[config.mk]
export PLATFORM = sky130hd
export DESIGN_NAME = accumulator_alu
export DESIGN_NICKNAME = d
export VERILOG_FILES = /design/src/rtl/accumulator_alu.sv
export SDC_FILE = /design/constraint.sdc
export NUM_CORES = 1
export LEC_CHECK = 0
export CAP_MARGIN = 0
export CORE_UTILIZATION = 50
export CTS_CLUSTER_SIZE = 10
export DETAILED_ROUTE_END_ITERATION = 8
export PLACE_DENSITY = 0.81
export RECOVER_POWER = 50
export SETUP_SLACK_MARGIN = 0.02
export SYNTH_ARGS = -nofsm -noshare
export SYNTH_HDL_FRONTEND = slang
export SYNTH_SLANG_ARGS = --single-unit
[constraint.sdc]
create_clock -name clk -period 6.2 [get_ports clk]
set_input_delay 1.24 -clock clk [delete_from_list [all_inputs] [get_ports clk]]
set_output_delay 1.24 -clock clk [all_outputs]
set_load 0.02 [all_outputs]
[src/rtl/accumulator_alu.sv]
// accumulator_alu: 32-bit accumulator / ALU stage of the DSP datapath.
// Performs LAC, ADD, SUB, AND, OR, XOR and ZAC on the barrel-shifter operand,
// with a sticky signed-overflow flag and optional ADD/SUB saturation.
// Optional feature macro ACC_DIV_EN: when defined, opcode 111 runs a 16-step
// conditional-subtract division (busy/done handshake); when undefined, opcode
// 111 is a NOP and busy/done are tied low with op_ready tied high.
module accumulator_alu #(
  parameter int W = 32
) (
  input  logic         clk,
  input  logic         reset,
  input  logic         op_valid,
  output logic         op_ready,
  input  logic [2:0]   op,
  input  logic [W-1:0] operand,
  input  logic         ovm,
  input  logic         ov_clr,
  output logic [W-1:0] acc,
  output logic         ov,
  output logic         busy,
  output logic         done
);

  localparam logic [2:0] OP_LAC = 3'b000;
  localparam logic [2:0] OP_ADD = 3'b001;
  localparam logic [2:0] OP_SUB = 3'b010;
  localparam logic [2:0] OP_AND = 3'b011;
  localparam logic [2:0] OP_OR  = 3'b100;
  localparam logic [2:0] OP_XOR = 3'b101;
  localparam logic [2:0] OP_ZAC = 3'b110;
  localparam logic [2:0] OP_DIV = 3'b111;

  logic signed [W-1:0] acc_q, acc_d;
  logic                ov_q, ov_d;
  logic                accept;
  logic signed [W-1:0] opnd_s;
  logic signed [W-1:0] add_res, sub_res;
  logic                add_ovf, sub_ovf;

  // Clamp an overflowed ADD/SUB result toward the overflow direction when
  // saturation is enabled; otherwise pass the wrapped result through.
  function automatic logic signed [W-1:0] saturate(
    input logic signed [W-1:0] res,
    input logic                ovf,
    input logic                neg_dir,
    input logic                sat_en
  );
    if (ovf && sat_en) begin
      return neg_dir ? {1'b1, {(W-1){1'b0}}} : {1'b0, {(W-1){1'b1}}};
    end
    return res;
  endfunction

  assign opnd_s  = operand;
  assign add_res = acc_q + opnd_s;
  assign sub_res = acc_q - opnd_s;
  // Signed overflow: the result sign disagrees with the accumulator sign when
  // the effective operand signs agree. The overflow direction is therefore
  // always the accumulator's sign.
  assign add_ovf = (acc_q[W-1] == opnd_s[W-1]) && (add_res[W-1] != acc_q[W-1]);
  assign sub_ovf = (acc_q[W-1] != opnd_s[W-1]) && (sub_res[W-1] != acc_q[W-1]);

`ifdef ACC_DIV_EN
  typedef enum logic {S_IDLE, S_DIV} state_t;

  state_t              state_q, state_d;
  logic [3:0]          cnt_q, cnt_d;
  logic signed [W-1:0] div_q, div_d;
  logic signed [W-1:0] div_diff;
  logic                done_q, done_d;

  assign div_diff = acc_q - div_q;
  assign op_ready = (state_q == S_IDLE);
  assign busy     = (state_q == S_DIV);
  assign done     = done_q;
`else
  assign op_ready = 1'b1;
  assign busy     = 1'b0;
  assign done     = 1'b0;
`endif

  assign accept = op_valid && op_ready;
  assign acc    = acc_q;
  assign ov     = ov_q;

  // Next-state logic: single-cycle ALU ops on acceptance, division steps in DIV.
  always_comb begin
    acc_d = acc_q;
    ov_d  = ov_q & ~ov_clr;
`ifdef ACC_DIV_EN
    state_d = state_q;
    cnt_d   = cnt_q;
    div_d   = div_q;
    done_d  = 1'b0;
`endif
    if (accept) begin
      case (op)
        OP_LAC: acc_d = opnd_s;
        OP_ADD: begin
          acc_d = saturate(add_res, add_ovf, acc_q[W-1], ovm);
          if (add_ovf) ov_d = 1'b1;
        end
        OP_SUB: begin
          acc_d = saturate(sub_res, sub_ovf, acc_q[W-1], ovm);
          if (sub_ovf) ov_d = 1'b1;
        end
        OP_AND: acc_d = acc_q & opnd_s;
        OP_OR:  acc_d = acc_q | opnd_s;
        OP_XOR: acc_d = acc_q ^ opnd_s;
        OP_ZAC: acc_d = '0;
        OP_DIV: begin
`ifdef ACC_DIV_EN
          state_d = S_DIV;
          cnt_d   = 4'd0;
          div_d   = opnd_s;
`endif
        end
        default: acc_d = acc_q;
      endcase
    end
`ifdef ACC_DIV_EN
    // One conditional-subtract step per cycle; the quotient bit shifts in at
    // the bottom while the partial remainder climbs into the upper half.
    if (state_q == S_DIV) begin
      if (div_diff[W-1]) begin
        acc_d = {acc_q[W-2:0], 1'b0};
      end else begin
        acc_d = {div_diff[W-2:0], 1'b1};
      end
      cnt_d = cnt_q + 4'd1;
      if (cnt_q == 4'd15) begin
        state_d = S_IDLE;
        done_d  = 1'b1;
      end
    end
`endif
  end

  // State registers; the divisor is pure data and is only loaded on DIV.
  always_ff @(posedge clk) begin
    if (reset) begin
      acc_q <= '0;
      ov_q  <= 1'b0;
`ifdef ACC_DIV_EN
      state_q <= S_IDLE;
      cnt_q   <= 4'd0;
      done_q  <= 1'b0;
`endif
    end else begin
      acc_q <= acc_d;
      ov_q  <= ov_d;
`ifdef ACC_DIV_EN
      state_q <= state_d;
      cnt_q   <= cnt_d;
      done_q  <= done_d;
`endif
    end
`ifdef ACC_DIV_EN
    div_q <= div_d;
`endif
  end

endmodule

# == After elaboration in Yosys (flattened, before gate mapping) ==
# Index checks and enable logic that the tools add are counted.
# totals
reg_bits,33
latch_bits,0
ram_bits,0
romBits,0
output_inout_bits,36
elab_cells,42
n_memories,0
# classes
add_sub_neg,2
n_mul,0
div,0
n_lt_le_gt_ge,0
eq_ne,10
shifts,0
n_mux,16
n_bitwise,5
n_reduce_logical,7
# ops
cell,count
$pmux 32 s7,1
$mux 32,5
$add 32x32->32,1
$and 32x32->32,1
$or 32x32->32,1
$sub 32x32->32,1
$xor 32x32->32,1
$eq 3x3->1 const B,3
$mux 1,9
$reduce_bool 7->1,1
$eq 3x2->1 const B,2
$logic_and 1x1->1,4
$eq 3x1->1 const B,1
$logic_not 3->1,1
$ne 1x1->1,3
$pmux 1 s2,1
$reduce_and 2->1,1
$and 1x1->1,1
$eq 1x1->1,1
$not 1->1,1

# == Logic depth before layout (Yosys ltp) ==
# logic_depth
ltp_word,9
mapped_depth,14
ltp_nobuf,14

# == Least setup slack after synthesis ==
# Ideal clock, no wire load.
# synth_timing
path_type,input port to flip-flop
from,input operand[14]
to,"register acc_q[20], in the netlist acc[20]"
t_arrival_ns,3.792
path_slack_ns,2.286
cell_stages,13
n_path_buf,2
cell_sequence,inv_1 -> ha_1 -> buf_2 -> nor2_1 -> o311ai_0 -> a2111o_1 -> o21ai_2 -> a41o_1 -> buf_6 -> mux2_4 -> a211o_1 -> a31oi_1 -> a21oi_1
# synth_via
elab_chain_len,9
word_cells_on_any_way,17
classes_between,add/sub (2); eq/ne (2); mux (9); reduce/logical (4)
# synth_lines
element,line_no,text
"start, declared",15,"input logic [W-1:0] operand,"
$sub 32x32->32 / $add 32x32->32 (equally long branches),"56, 55",
$ne 1x1->1 (on tied branches),"61, 60",
$logic_and 1x1->1 (on tied branches),"61, 60",
$logic_and 1x1->1,48,if (ovf && sat_en) begin
$mux 1,48,
$mux 1,97,case (op)
$mux 1,96,if (accept) begin
$mux 32,51,return res;
$pmux 32 s7 *,97,
"end signal, assigned",142,acc_q <= '0;
"end signal, assigned",150,acc_q <= acc_d;
"end, declared",33,"logic signed [W-1:0] acc_q, acc_d;"
# Mark *: on every way between the ends. The rest lies on a longest branch, timed or not. The select of a mux whose other input is x is not followed.
# A chain may end at the register's enable or synchronous reset.

# == Final worst setup path ==
# layout_timing
from,input operand[22]
to,"register acc_q[13], in the netlist acc[13]"
# The elaborated chain is that of the path after synthesis.

==> impl_metrics.ini <==
[clock_tree]
cts-resized-gates = 0
numCtsBuffers = 5
cts_tree = done
cts_setup_buffers = 0
clock_latency_ns = 0.31
cts-htree-levels = 2
cts_num_sinks = 33
cts_root_buf = clkbuf_16
hold_buffers = 0
clkTransAtPathRegs_ns = 0.06
ctsLongestPathBuffers = 2

[sta]
slew_violations = 0
tightest_slew_ns = 1.11
hold_violations = 0
setup_tns_ns = 0
rsz0062_at_grt = no
min_period_ns = 5.41
clock.fmax_mhz = 185
setup_viol = 0
fin_crit_sh = 0.873
clock_skew_ns = 0.00826
max-slew-margin-rel = 0.260
hold_slack_ns = 0.472

[synth]
synth.largest_area_cell = ha_1
yosysMostFrequentCell = a21oi_1
synth_common_cells = 170 x a21oi_1, 103 x o21ai_0, 99 x ha_1, 99 x inv_1, 82 x nor2_1
yosysWarnings = 0
yosysUniqueCellTypes = 75
synthXorXnorAreaFrac = 0.0601
synth_fa_ha_area_frac = 0.172
ys_seq_area_frac = 0.0889
yosys.area_share.simple = 0.176
post-synth-top-area-fraction = 0.167
ys_ff_latch = 33
synth_area_leaders = ha_1 17%, a21oi_1 11%, dfxtp_1 8.9%
synthMuxAreaShare = 0.00472
synth_area_sq_um = 7430
synth-compound-area-share = 0.382
synth_flop_cell = dfxtp_1
async_flop_share = 0
synthesis.instances = 1094
synth_top_family_by_area = compound AO/OA/AOI/OAI gates
syn_avg_cell_area_sq_um = 6.79
synth_edf_count = 0

[drt]
wire_per_inst_um = 19.3
detail_route.wirelength_um = 25100
dr.pass1.iters = 7
drtAntennaViolNets = 0
dr.first_iter.drc_count = 954
drc = 0
vias = 8432
viasPerCell = 6.50

[worst_setup_path]
crit_path_max_incr_delay_ns = 1.00
critPathMaxFanout = 11
path_cells = clkdlybuf4s50_1 -> inv_1 -> ha_1 -> clkinv_1 -> o31ai_1 -> a221oi_1 -> and2_1 -> a2111oi_2 -> nand2_1 -> a21oi_1 -> nor3_1 -> a2111oi_1
cpMaxStageDelayCell = a2111oi_2
cp-start-kind = input port
crit_required_ns = 6.39
path_class = input port to flip-flop
cp.arrival_ns = 5.61
critPathCaptureType = flip-flop

[global_route]
antenna_found_initial = 1
grt_max_degree = 49
grt_overflow = 0
grt_usage = 0.330
grt_pass1_wl_um = 39400
grt_pass1_vias = 7690

[place]
gp_congestion = 0.999
dp.final_hpwl_um = 18000
io_buffers = 72

[die]
fp.dieH_um = 124
boundaryPins = 76
start_util = 0.511
rows = 44
die_w_um = 124
fp.coreArea_sq_um = 14500
dieArea_sq_um = 15300

[finish]
utilization = 0.562
drive_gt1_frac = 0.0422
fillers = 1435
antennaDiodeCount = 0
fin_nets = 1254
area_growth_pct = 9.97

[hold_path]
hp-class = flip-flop to flip-flop

[run_status]
outcome = completed

[flow_run]
cap_violations = 0

[power_and_ir_drop]
p_leak_nw = 3.35
p_per_area_nw_per_um2 = 162
ir_worst_vdd_mv = 0.0979
## cell usage in the layout, fill, tap and decap left out, drive strengths merged, types with 4 or more instances in the layout
master,n
buf,20
clkbuf,8
o22ai,37
nand2b,44
and2,6
clkdlybuf4s50,37
dfxtp,33
nand2,43
nor3,27
a21boi,6
xor2,6
o21a,5
o221ai,5
xnor2,45
or2,6
o21ai,108
a311oi,7
a2111oi,9
o211ai,13
a31oi,11
a21oi,173
dlygate4sd3,33
a221oi,13
nor4,10
or3,11
nor2,83
a21o,13
inv,99
o21bai,6
nand4,4
nand3,15
a211oi,14
ha,99
o31ai,11
nor2b,11
## per-layer routing
metal	wire, um	GRT usage	up-vias
met5	0	0	-
li1	-	-	3949
met1	10500	0.421	3962
met4	920	0.154	0
met2	11300	0.529	441
met3	2320	0.0659	80
## power by group
group          internal (mW)  switching (mW)  leakage [nW]
Combinational          0.305           0.486          3.02
Clock                  0.150           0.121        0.0652
Sequential             0.231          0.0275         0.272
## logic make-up (layout without fill, tap and decap cells)
logic type,Yosys count,in the layout
compound gates,460,460
xor+xnor,51,51
fa+ha+maj,101,101
buf+inv,181,200
flops,33,33
mux,3,3
other cells,2,3
simple gates,263,263
## sequential cells by signal, summed over array words and instances (netlist names)
name	count
ov	1
acc	32
## final timing paths
path	cells past startpoint	startpoint	slack, ns	end
hold / removal	2	ov	0.47	ov
setup / recovery	12	operand[22]	0.79	acc[13]
hold reg to reg	2	ov	0.47	ov
setup reg to reg	11	acc[22]	1.87	acc[13]
## final cells by class
cell class	count	area, sq um	area share
multi-input combinational	881	5910	0.724
clock buffer	8	136	0.0167
timing repair buffer	90	846	0.104
tap	184	230	0.0282
inverter	102	383	0.0469
sequential	33	661	0.0809
## worst max-delay path: cells and delay by family
family	cells	cell delay (ns)
and+or+nand+nor	3	0.74
buffers and inverters	3	0.93
AOI/OAI and AO/OA	5	2.17
adders and majority gates	1	0.52
## through the flow
stage	worst slack [ns]	power (mW)	instance area [sq um]	cells
floorplan	2.29	0.845	7430	1095
global placement	0.591	1.03	8030	1290
detailed placement	0.543	1.04	8030	1290
CTS	0.855	1.31	8170	1298
global route	0.497	1.40	8170	1298
finish	0.788	1.32	8170	1298
No activity file was read; power rests on OpenSTA's default activity.
